<file path="src/rtl/reg_file_scoreboard.sv">
// rtl/reg_file_scoreboard.sv - dual-write register file with pending-load scoreboard (optional REGFILE_BYPASS_EN forwarding)
module reg_file_scoreboard #(
   parameter int W       = 8,
   parameter int A       = 4,
   parameter int ZERO_R0 = 0
) (
   input  logic         Clk,
   input  logic         ResetN,
   input  logic [A-1:0] RaddrA,
   input  logic [A-1:0] RaddrB,
   output logic [W-1:0] DataOutA,
   output logic [W-1:0] DataOutB,
   output logic         BusyA,
   output logic         BusyB,
   input  logic         WriteEn0,
   input  logic [A-1:0] Waddr0,
   input  logic [W-1:0] DataIn0,
   input  logic         WriteEn1,
   input  logic [A-1:0] Waddr1,
   input  logic [W-1:0] DataIn1,
   input  logic         PendSet,
   input  logic [A-1:0] PendAddr,
   output logic         CollisionErr,
   output logic         DoubleSetErr
);

   localparam int DEPTH = 1 << A;
   localparam bit HARD_ZERO = (ZERO_R0 != 0);

   logic [W-1:0]     regs [DEPTH];
   logic [DEPTH-1:0] busy;

   logic we0;
   logic we1;
   logic pend;
   logic collide;
   logic double_set;
   logic zero_a;
   logic zero_b;

   // Qualify every request; a hardwired r0 swallows writes, clears and sets to address 0
   always_comb begin
      we0        = WriteEn0 && !(HARD_ZERO && (Waddr0 == '0));
      we1        = WriteEn1 && !(HARD_ZERO && (Waddr1 == '0));
      pend       = PendSet  && !(HARD_ZERO && (PendAddr == '0));
      zero_a     = HARD_ZERO && (RaddrA == '0);
      zero_b     = HARD_ZERO && (RaddrB == '0);
      collide    = we0 && we1 && (Waddr0 == Waddr1);
      // A set is only a double set if the load return is not freeing that register this cycle
      double_set = pend && busy[PendAddr] && !(we1 && (Waddr1 == PendAddr));
   end

   // Register storage: load-return port has priority on an address collision
   always_ff @(posedge Clk or negedge ResetN) begin
      if (!ResetN) begin
         regs <= '{default: '0};
      end else begin
         if (we0 && !collide) regs[Waddr0] <= DataIn0;
         if (we1)             regs[Waddr1] <= DataIn1;
      end
   end

   // Scoreboard: clear from load return first, then set from load issue so a same-cycle set wins
   always_ff @(posedge Clk or negedge ResetN) begin
      if (!ResetN) begin
         busy <= '0;
      end else begin
         if (we1)  busy[Waddr1]   <= 1'b0;
         if (pend) busy[PendAddr] <= 1'b1;
      end
   end

   // Error flags: collision is a per-edge pulse, double set is sticky until reset
   always_ff @(posedge Clk or negedge ResetN) begin
      if (!ResetN) begin
         CollisionErr <= 1'b0;
         DoubleSetErr <= 1'b0;
      end else begin
         CollisionErr <= collide;
         if (double_set) DoubleSetErr <= 1'b1;
      end
   end

   // Read ports: stored value, optionally forwarded from this cycle's writes; forced to zero in reset or on hard r0
   always_comb begin
      DataOutA = regs[RaddrA];
      DataOutB = regs[RaddrB];
      BusyA    = busy[RaddrA];
      BusyB    = busy[RaddrB];
`ifdef REGFILE_BYPASS_EN
      if (we0 && (Waddr0 == RaddrA)) DataOutA = DataIn0;
      if (we0 && (Waddr0 == RaddrB)) DataOutB = DataIn0;
      if (we1 && (Waddr1 == RaddrA)) begin
         DataOutA = DataIn1;
         BusyA    = 1'b0;
      end
      if (we1 && (Waddr1 == RaddrB)) begin
         DataOutB = DataIn1;
         BusyB    = 1'b0;
      end
`endif
      if (!ResetN || zero_a) begin
         DataOutA = '0;
         BusyA    = 1'b0;
      end
      if (!ResetN || zero_b) begin
         DataOutB = '0;
         BusyB    = 1'b0;
      end
   end

endmodule

</file>
<file path="config.mk">
export PLATFORM = sky130hd
export DESIGN_NAME = reg_file_scoreboard
export DESIGN_NICKNAME = d
export VERILOG_FILES = /design/src/rtl/reg_file_scoreboard.sv
export SDC_FILE = /design/constraint.sdc
export NUM_CORES = 1
export LEC_CHECK = 0
export BUFFER_PORTS_ARGS = -buffer_cell sky130_fd_sc_hd__buf_2
export CORE_UTILIZATION = 52
export DETAILED_ROUTE_END_ITERATION = 16
export HOLD_SLACK_MARGIN = 0.02
export PLACE_DENSITY = 0.7
export SKIP_LAST_GASP = 1
export SLEW_MARGIN = 20
export SYNTH_ARGS = -nofsm -noshare
export SYNTH_HDL_FRONTEND = slang
export SYNTH_SLANG_ARGS = --single-unit
</file>
<file path="constraint.sdc">
create_clock -name Clk -period 3.7 [get_ports Clk]
set_input_delay 0.37 -clock Clk [delete_from_list [all_inputs] [get_ports Clk]]
set_output_delay 0.37 -clock Clk [all_outputs]
set_load 0.02 [all_outputs]
</file>
==> impl_results.md, run 1 <==
- Library cells used by synthesis: 38
- DP HPWL: around 18000 um
- Status: finished, violations left
- Crit path arrival time: around 2500 ps
- Internal: 3.96 mW
- Setup Skew: ~6.2 ps
- Port bufs: 60
- Synth warn: 0
- Power share of the clock group: 31.2%
- Final hold vios: 1
- Slew Viols, Final: 0
- Setup bufs post-CTS: 0
- Final wirelength: 24600 um
- Sequential fraction of the synthesis area: 38.5%
- Cell count of the worst reg-to-reg path: 4
- Vias: around 7.0k
- Fillers: 1491
- Skew-Pair Late Insertion Delay: approximately 420 ps
- Crit path time final: 2820 ps
- Seq. cell area: 3650 um2
- Pwr Density: 544 nW/um2
- Initial antenna violation count: 0
- Largest net degree at the start of global routing: 95
- Fmax: 355 MHz
- Multi-input logic area: ~5500 um2
- Via density: between 6 and 7
- # H-tree levels: 4
- Cts repair resizes: 0
- Setup violators final: 0
- Synthesized net count: 879
- First-pass DRT Iterations: 5
- Fraction of layout instances using a drive strength above 1: 24.3%
- Gr ovfl total: 0
- R2r endpoint: DoubleSetErr
- Syn_area_per_cell: approximately 11 um2
- Tot GR Track Use: between 20% and 30%
- Mapped Cells: 838
- Clk sinks: between 100 and 150
- Failing checks: hold timing
- Die area: 18800 um2
- Max Buffers Root-to-Sink: 2
- Max_slew headroom: 46.2%
- TNS Setup: 0 ps
- Unrepaired setup endpoints after global routing: no
- First-pass GRT wire length: 39000 um
- Placed inst area: 9840 um2
- Count leader, synth: dfrtp_1
- CP Capture Type: primary output
- CTS Root Cell: clkbuf_16
- Clock Pin Slew Worst Setup and Hold Paths: 60 ps
- Worst Path Required: 3330 ps
- TritonCTS Buffers: 17
- Row count: 49
- Area Overhead vs Synth: 10.0%
- Antenna cells: 0
- Fin crit share: 76.2%
- DR iter-0 viols: 764
- Die Y: about 140 um
- TritonCTS clock tree: built
- Synth area leaders: dfrtp_1 39%, mux4_2 22%, mux2i_1 14%
- Comb pwr share: around a quarter
- RePlAce Congestion: 0.878
- CP Launch Point: RaddrB[2]
- VDD IR max: 369 uV
- WS Path Type: in -> out
- Critical R2R Launch: busy[3]
- Post-synthesis async set-or-reset flop share: 100%
- Main synth FF type: dfrtp_1
- Leakage power: 4.35 nW
- Synth top area share: 38.5%
- DRC: 0
- Fin Hold WS: -0.390 ps
- Area leader, netlist: dfrtp_1
- Final instance area: 10400 um2
- Maxcap violations: 0
- Net load switching power: 1.71 mW
- Crit Path Max Fanout: 27
- Die W: 137 um
- Post-route ant nets: 0
- Core region area: between 15000 and 20000 um2
- Startpoint Class: primary input
- Top Ports: 61
- Synth top cells by count: 146 x dfrtp_1, 140 x nor2_1, 128 x a21oi_1, 128 x mux2i_1, 94 x mux4_2
- Slew of the pin with the lowest slew margin: 806 ps
- Net Sw Frac: 30.2%
- Flops & latches, synth: 146
- Seq pwr share: a little over two fifths
- Post-DR wirelength/cell: around 23 um
- # hold bufs at CTS: 0
- FF-to-FF setup slack: 2090 ps
- EDFF count, synth: 0
- Vias in the first global route: 6622
- Cell Area, Synth: roughly 9500 um2
- Initial Util: 52.9%
- Setup crit end: DataOutB[3]
- Worst hold path class: in -> async
- Fin nets: 890
==> state kept, by name, summed over array words and instances, names as in the netlist <==
signal / cells
busy: 16
DoubleSetErr: 1
regs: 128
CollisionErr: 1
==> layer usage <==
| layer | track usage [%] | vias up | wire length, um |
|---|---|---|---|
| met5 | 0 | - | 0 |
| met2 | 43.0 | 301 | 11600 |
| met1 | 41.6 | 3511 | 10500 |
| met4 | 9.28 | 0 | 569 |
| met3 | 5.04 | 47 | 1850 |
| li1 | - | 3116 | - |
==> through the flow <==
step                total power, mW  hold slack [ps]  instances  setup WS (ps)  util, %
finish                         5.67           -0.390       1089            882     58.3
global route                   5.92             71.4       1089            801     58.3
CTS                            5.66             32.2       1089            880     58.3
detailed placement             3.89              458       1059            910     54.9
global placement               3.83              442       1059            928     54.9
floorplan                      3.44             74.4        838           1230        -
==> layout make-up <==
| type | count | area share [%] |
|---|---|---|
| clock buffers | 22 | 4.45 |
| clock inverters | 8 | 1.24 |
| inverters | 1 | 0.0360 |
| multi-input cells | 614 | 52.7 |
| flip-flops and latches | 146 | 35.0 |
| well taps | 229 | 2.75 |
| repair buffers | 69 | 3.83 |
==> layout by cell type (no fill, tap or decap), types with 2 or more instances in the layout <==
cell type	netlist	routed
buf_4	1	7
nand3_1	12	12
clkbuf_1	52	3
a22o_1	4	4
dfrtp_1	146	146
buf_2	11	59
clkbuf_16	0	17
buf_12	0	2
clkbuf_8	0	2
mux4_2	94	94
nand2_1	29	29
a21oi_4	3	3
a21oi_1	128	128
o31ai_1	3	3
o21ai_4	6	6
nor2b_1	5	5
mux2i_1	128	128
xnor2_1	2	2
bufinv_16	0	3
nand3b_1	2	2
and2_1	19	19
nor2_1	140	140
a211oi_4	6	6
o21ai_0	7	7
a32o_1	2	2
clkinv_4	0	2
and3_1	3	3
xor2_1	6	6
nand2b_1	4	4
==> critical path, stage by stage <==
cell	delay (ps)
buf_2	570
buf_4	320
mux4_2	330
mux4_2	470
and2_1	200
buf_2	160
==> worst min path at each step <==
stage	start	to	slack (ps)	cells after the start
3_5_place_dp	DoubleSetErr	DoubleSetErr	460	1
6_report	ResetN	regs[86]	-0.4	1
3_3_place_gp	DoubleSetErr	DoubleSetErr	440	1
2_1_floorplan	ResetN	CollisionErr	70	0
5_1_grt	ResetN	regs[86]	70	1
4_1_cts	ResetN	regs[86]	30	1
==> kinds of logic after synthesis <==
| group | Yosys count | synth area share, % |
|---|---|---|
| buf+inv | 78 | 3.55 |
| flops | 146 | 38.5 |
| mux | 222 | 35.9 |
| xor+xnor | 8 | 0.739 |
| simple gates | 222 | 10.1 |
| compound gates | 162 | 11.2 |
==> power by group through the flow <==
| stage | logic [mW] | clock network (mW) | registers, mW |
|---|---|---|---|
| after floorplan | 1.20 | 0 | 2.24 |
| after global placement | 1.47 | 0 | 2.36 |
| after detailed placement | 1.51 | 0 | 2.38 |
| after CTS | 1.51 | 1.78 | 2.37 |
| after global routing | 1.64 | 1.85 | 2.43 |
| final | 1.52 | 1.77 | 2.39 |
Power figures use the tool's default switching activity.
==> inputs of run 2 (changes only) <==
Settings changed: ABC_AREA set to 1.
Clock period 3.7 ns to 2.8 ns, I/O delays scaled along.
==> run 2 against run 1 <==
- the flow still finishes with violations (hold timing)
- critical path type unchanged
- synthesized cell count increased by 120%
- register-to-register slack worse by 510 ps
- clock skew decreased by 3.5 ps
- global-route usage rose by 10 points
- hold slack worse by 41 ps
- largest power group unchanged
- setup slack worse by 460 ps
- critical path depth is 1 higher
- final cell count grew 95%
- sequential share of layout area down 5.3 points
- core utilization down 0.28 points
- synthesized area grew 20%
- clock power grew 30%
==> impl_results.md, run 2 <==
- Status: finished, violations left (unchanged)
- Failing checks: hold timing (unchanged)
- VDD IR max: 357 uV (was 369 uV)
- Final hold vios: 25 (was 1)
- Max FFs per register: 128 (unchanged)
- Row count: 53 (was 49)
- RePlAce Congestion: 0.989 (was 0.878)
- Fin nets: 1877 (was 890)
- Post-route ant nets: 0 (unchanged)
- Port bufs: 60 (unchanged)
- Unrepaired setup endpoints after global routing: no (unchanged)
- Pwr Density: 597 nW/um2 (was 544 nW/um2)
- Crit path time final: about 2400 ps
- Seq pwr share: 41.6% (was 42.1%)
- Skew-Pair Late Insertion Delay: 430 ps (was 420 ps)
- Setup violators final: 0 (unchanged)
- Largest registers: regs x128, busy x16 (unchanged)
- Leakage power: 6.33 nW (was 4.35 nW)
- Final wirelength: 42600 um (was 24600 um)
- Synth area leaders: dfrtp_1 32%, nand2_1 12%, nand3_1 11% (was dfrtp_1 39%, mux4_2 22%, mux2i_1 14%)
- Main synth FF type: dfrtp_1 (unchanged)
- Synth top cells by count: 375 x nand2_1, 285 x nor2_1, 245 x nand3_1 (was 146 x dfrtp_1, 140 x nor2_1, 128 x a21oi_1, 128 x mux2i_1, 94 x mux4_2)
- Post-DR wirelength/cell: 20.1 um (was 22.6 um)
- Cell Area, Synth: 11400 um2 (was 9480 um2)
- Synthesized net count: 1907 (was 879)
- Clk sinks: 146 (unchanged)
- Fmax: roughly 420 MHz
- Core region area: 21200 um2 (was 17900 um2)
- Cts repair resizes: 0 (unchanged)
- Max Buffers Root-to-Sink: 2 (unchanged)
- Area leader, netlist: dfrtp_1 (unchanged)
- Worst hold path class: in -> async (unchanged)
- Synth warn: 0 (unchanged)
- Slew of the pin with the lowest slew margin: 1040 ps (was 806 ps)
- Mapped Cells: 1866 (was 838)
- Synth top area share: 32.1% (was 38.5%)
- # H-tree levels: 4 (unchanged)
- CTS Root Cell: clkbuf_16 (unchanged)
- Pre-CTS WS: 555 ps (was 910 ps)
- Max_slew headroom: 30.4% (was 46.2%)
- Critical R2R Launch: busy[13] (was busy[3])
- Clock Pin Slew Worst Setup and Hold Paths: 60 ps (about the same)
- Via density: 6.03 (was 6.40)
- Top Ports: 61 (unchanged)
- Die W: 150 um (was 137 um)
- DP HPWL: 27800 um (was 17700 um)
- Vias in the first global route: 11.1k (was 6622)
- Biggest register: regs (unchanged)
- Library cells used by synthesis: 25 (was 38)
- Most common cell after layout, fill and taps aside: nand2_1 (was dfrtp_1)
- Die area: 22500 um2 (was 18800 um2)
- TritonCTS Buffers: 17 (unchanged)
- Initial Util: 53.6% (was 52.9%)
- WS Path Type: in -> out (unchanged)
- Net load switching power: 2.77 mW (was 1.71 mW)
- Fraction of layout instances using a drive strength above 1: 7.25% (was 24.3%)
- Count leader, synth: nand2_1 (was dfrtp_1)
- Net Sw Frac: 37.8% (was 30.2%)
- Slew Viols, Final: 0 (unchanged)
- First-pass DRT Iterations: 6 (was 5)
- Cell count of the worst reg-to-reg path: 6 (was 4)
- Post-synthesis async set-or-reset flop share: 100% (unchanged)
- Worst Path Required: 2520 ps (was 3330 ps)
- CP Launch Point: RaddrA[0] (was RaddrB[2])
- Flops & latches, synth: 146 (unchanged)
- Crit Path Max Fanout: 77 (was 27)
- Startpoint Class: primary input (unchanged)
- Gr ovfl total: 0 (unchanged)
- Internal: 4.57 mW (was 3.96 mW)
- Largest net degree at the start of global routing: 147 (was 95)
- First-pass GRT wire length: 65000 um (was 39000 um)
- TritonCTS clock tree: built (unchanged)
- Comb pwr share: 27.1% (was 26.7%)
- Antenna cells: 0 (unchanged)
- Power share of the clock group: 31.3% (was 31.2%)
- Syn_area_per_cell: 6.10 um2 (was 11.3 um2)
- Vias: 12.8k (was 6975)
- EDFF count, synth: 0 (unchanged)
- Setup bufs post-CTS: 0 (unchanged)
- # hold bufs at CTS: 0 (unchanged)
- Final worst setup slack: 425 ps (was 882 ps)
- Area Overhead vs Synth: 8.14% (was 10.0%)
- DR iter-0 viols: 1685 (was 764)
- Die Y: 150 um (was 137 um)
- CP Capture Type: primary output (unchanged)
- Setup Skew: 2.73 ps (was 6.24 ps)
- DRC: 0 (unchanged)
- Tot GR Track Use: 38.8% (was 28.4%)
- Most frequent cells in the layout: 375 x nand2_1, 285 x nor2_1, 245 x nand3_1 (was 146 x dfrtp_1, 140 x nor2_1, 128 x mux2i_1, 128 x a21oi_1, 94 x mux4_2)
- Fin Hold WS: -41.7 ps (was -0.390 ps)
- TNS Setup: 0 ps (unchanged)
- Initial antenna violation count: 0 (unchanged)
- Maxcap violations: 0 (unchanged)
- Fin crit share: 84.8%
- Sequential fraction of the synthesis area: 32.1% (was 38.5%)
- Crit path arrival time: 2100 ps (was 2450 ps)
==> run 2: cell types whose count changed in the layout (fill, tap and decap cells not counted), moves of 94 or more <==
cell     change
nand2_1    +346
inv_1      +240
nand3_1    +233
nor2_1     +145
mux2i_1    -128
a21oi_1    +109
o21ai_0    +101
mux4_2      -94
==> run 2: path summary, 6_finish.rpt <==
kind | endpoint | slack [ps]
worst min register to register | DoubleSetErr | 480
min in group Clk | busy[15] | 230
max in group asynchronous | regs[75] | 2130
worst max-delay path | DataOutA[0] | 420
worst max register to register | DoubleSetErr | 1580
worst min-delay path | busy[13] | -40
==> run 2: final cells by class <==
| type | instances | area (um2) |
|---|---|---|
| inverters | 251 | 942 |
| repair buffers | 83 | 574 |
| clock inverters | 13 | 121 |
| multi-input cells | 1337 | 6230 |
| clock buffers | 19 | 443 |
| flip-flops and latches | 146 | 3650 |
| fillers | 2120 | 8920 |
| well taps | 275 | 344 |
==> run 2: logic make-up after synthesis <==
logic type	synth area share [%]
AND/OR/NAND/NOR	35.2
AO/OA/AOI/OAI	19.3
buffers and inverters	13.2
flip-flops	32.1
XOR/XNOR	0.154
==> run 2: power by group through the flow <==
stage / clock network [mW] / logic [mW] / registers (mW)
2_1_floorplan: 0 / 1.36 / 2.91
3_3_place_gp: 0 / 1.91 / 3.05
3_5_place_dp: 0 / 1.94 / 3.06
4_1_cts: 2.30 / 1.95 / 3.03
5_1_grt: 2.38 / 2.20 / 3.09
6_report: 2.30 / 1.99 / 3.05
==> run 2: metrics by stage <==
step,utilization [%],power (mW),std cells,area (um2)
after floorplan,-,4.27,1866,11400
after detailed placement,55.3,5.00,2092,11700
after CTS,58.0,7.28,2124,12300
after global routing,58.0,7.67,2124,12300
after global placement,55.3,4.96,2092,11700
final,58.0,7.35,2124,12300
==> run 2: layer usage <==
layer	part of all wire [%]	GRT usage [%]	wire, um	up-vias
li1	-	-	-	5955
met5	0	0	0	-
met2	43	58.6	18500	801
met4	5.2	19.0	2240	0
met3	12	8.29	5240	144
met1	39	52.3	16700	5906
==> run 2: worst max-delay path, cell delays in order <==
cell,delay (ps)
buf_4,530
buf_4,300
o211ai_1,110
nand3_1,160
nand3_1,140
a21oi_1,280
buf_2,230
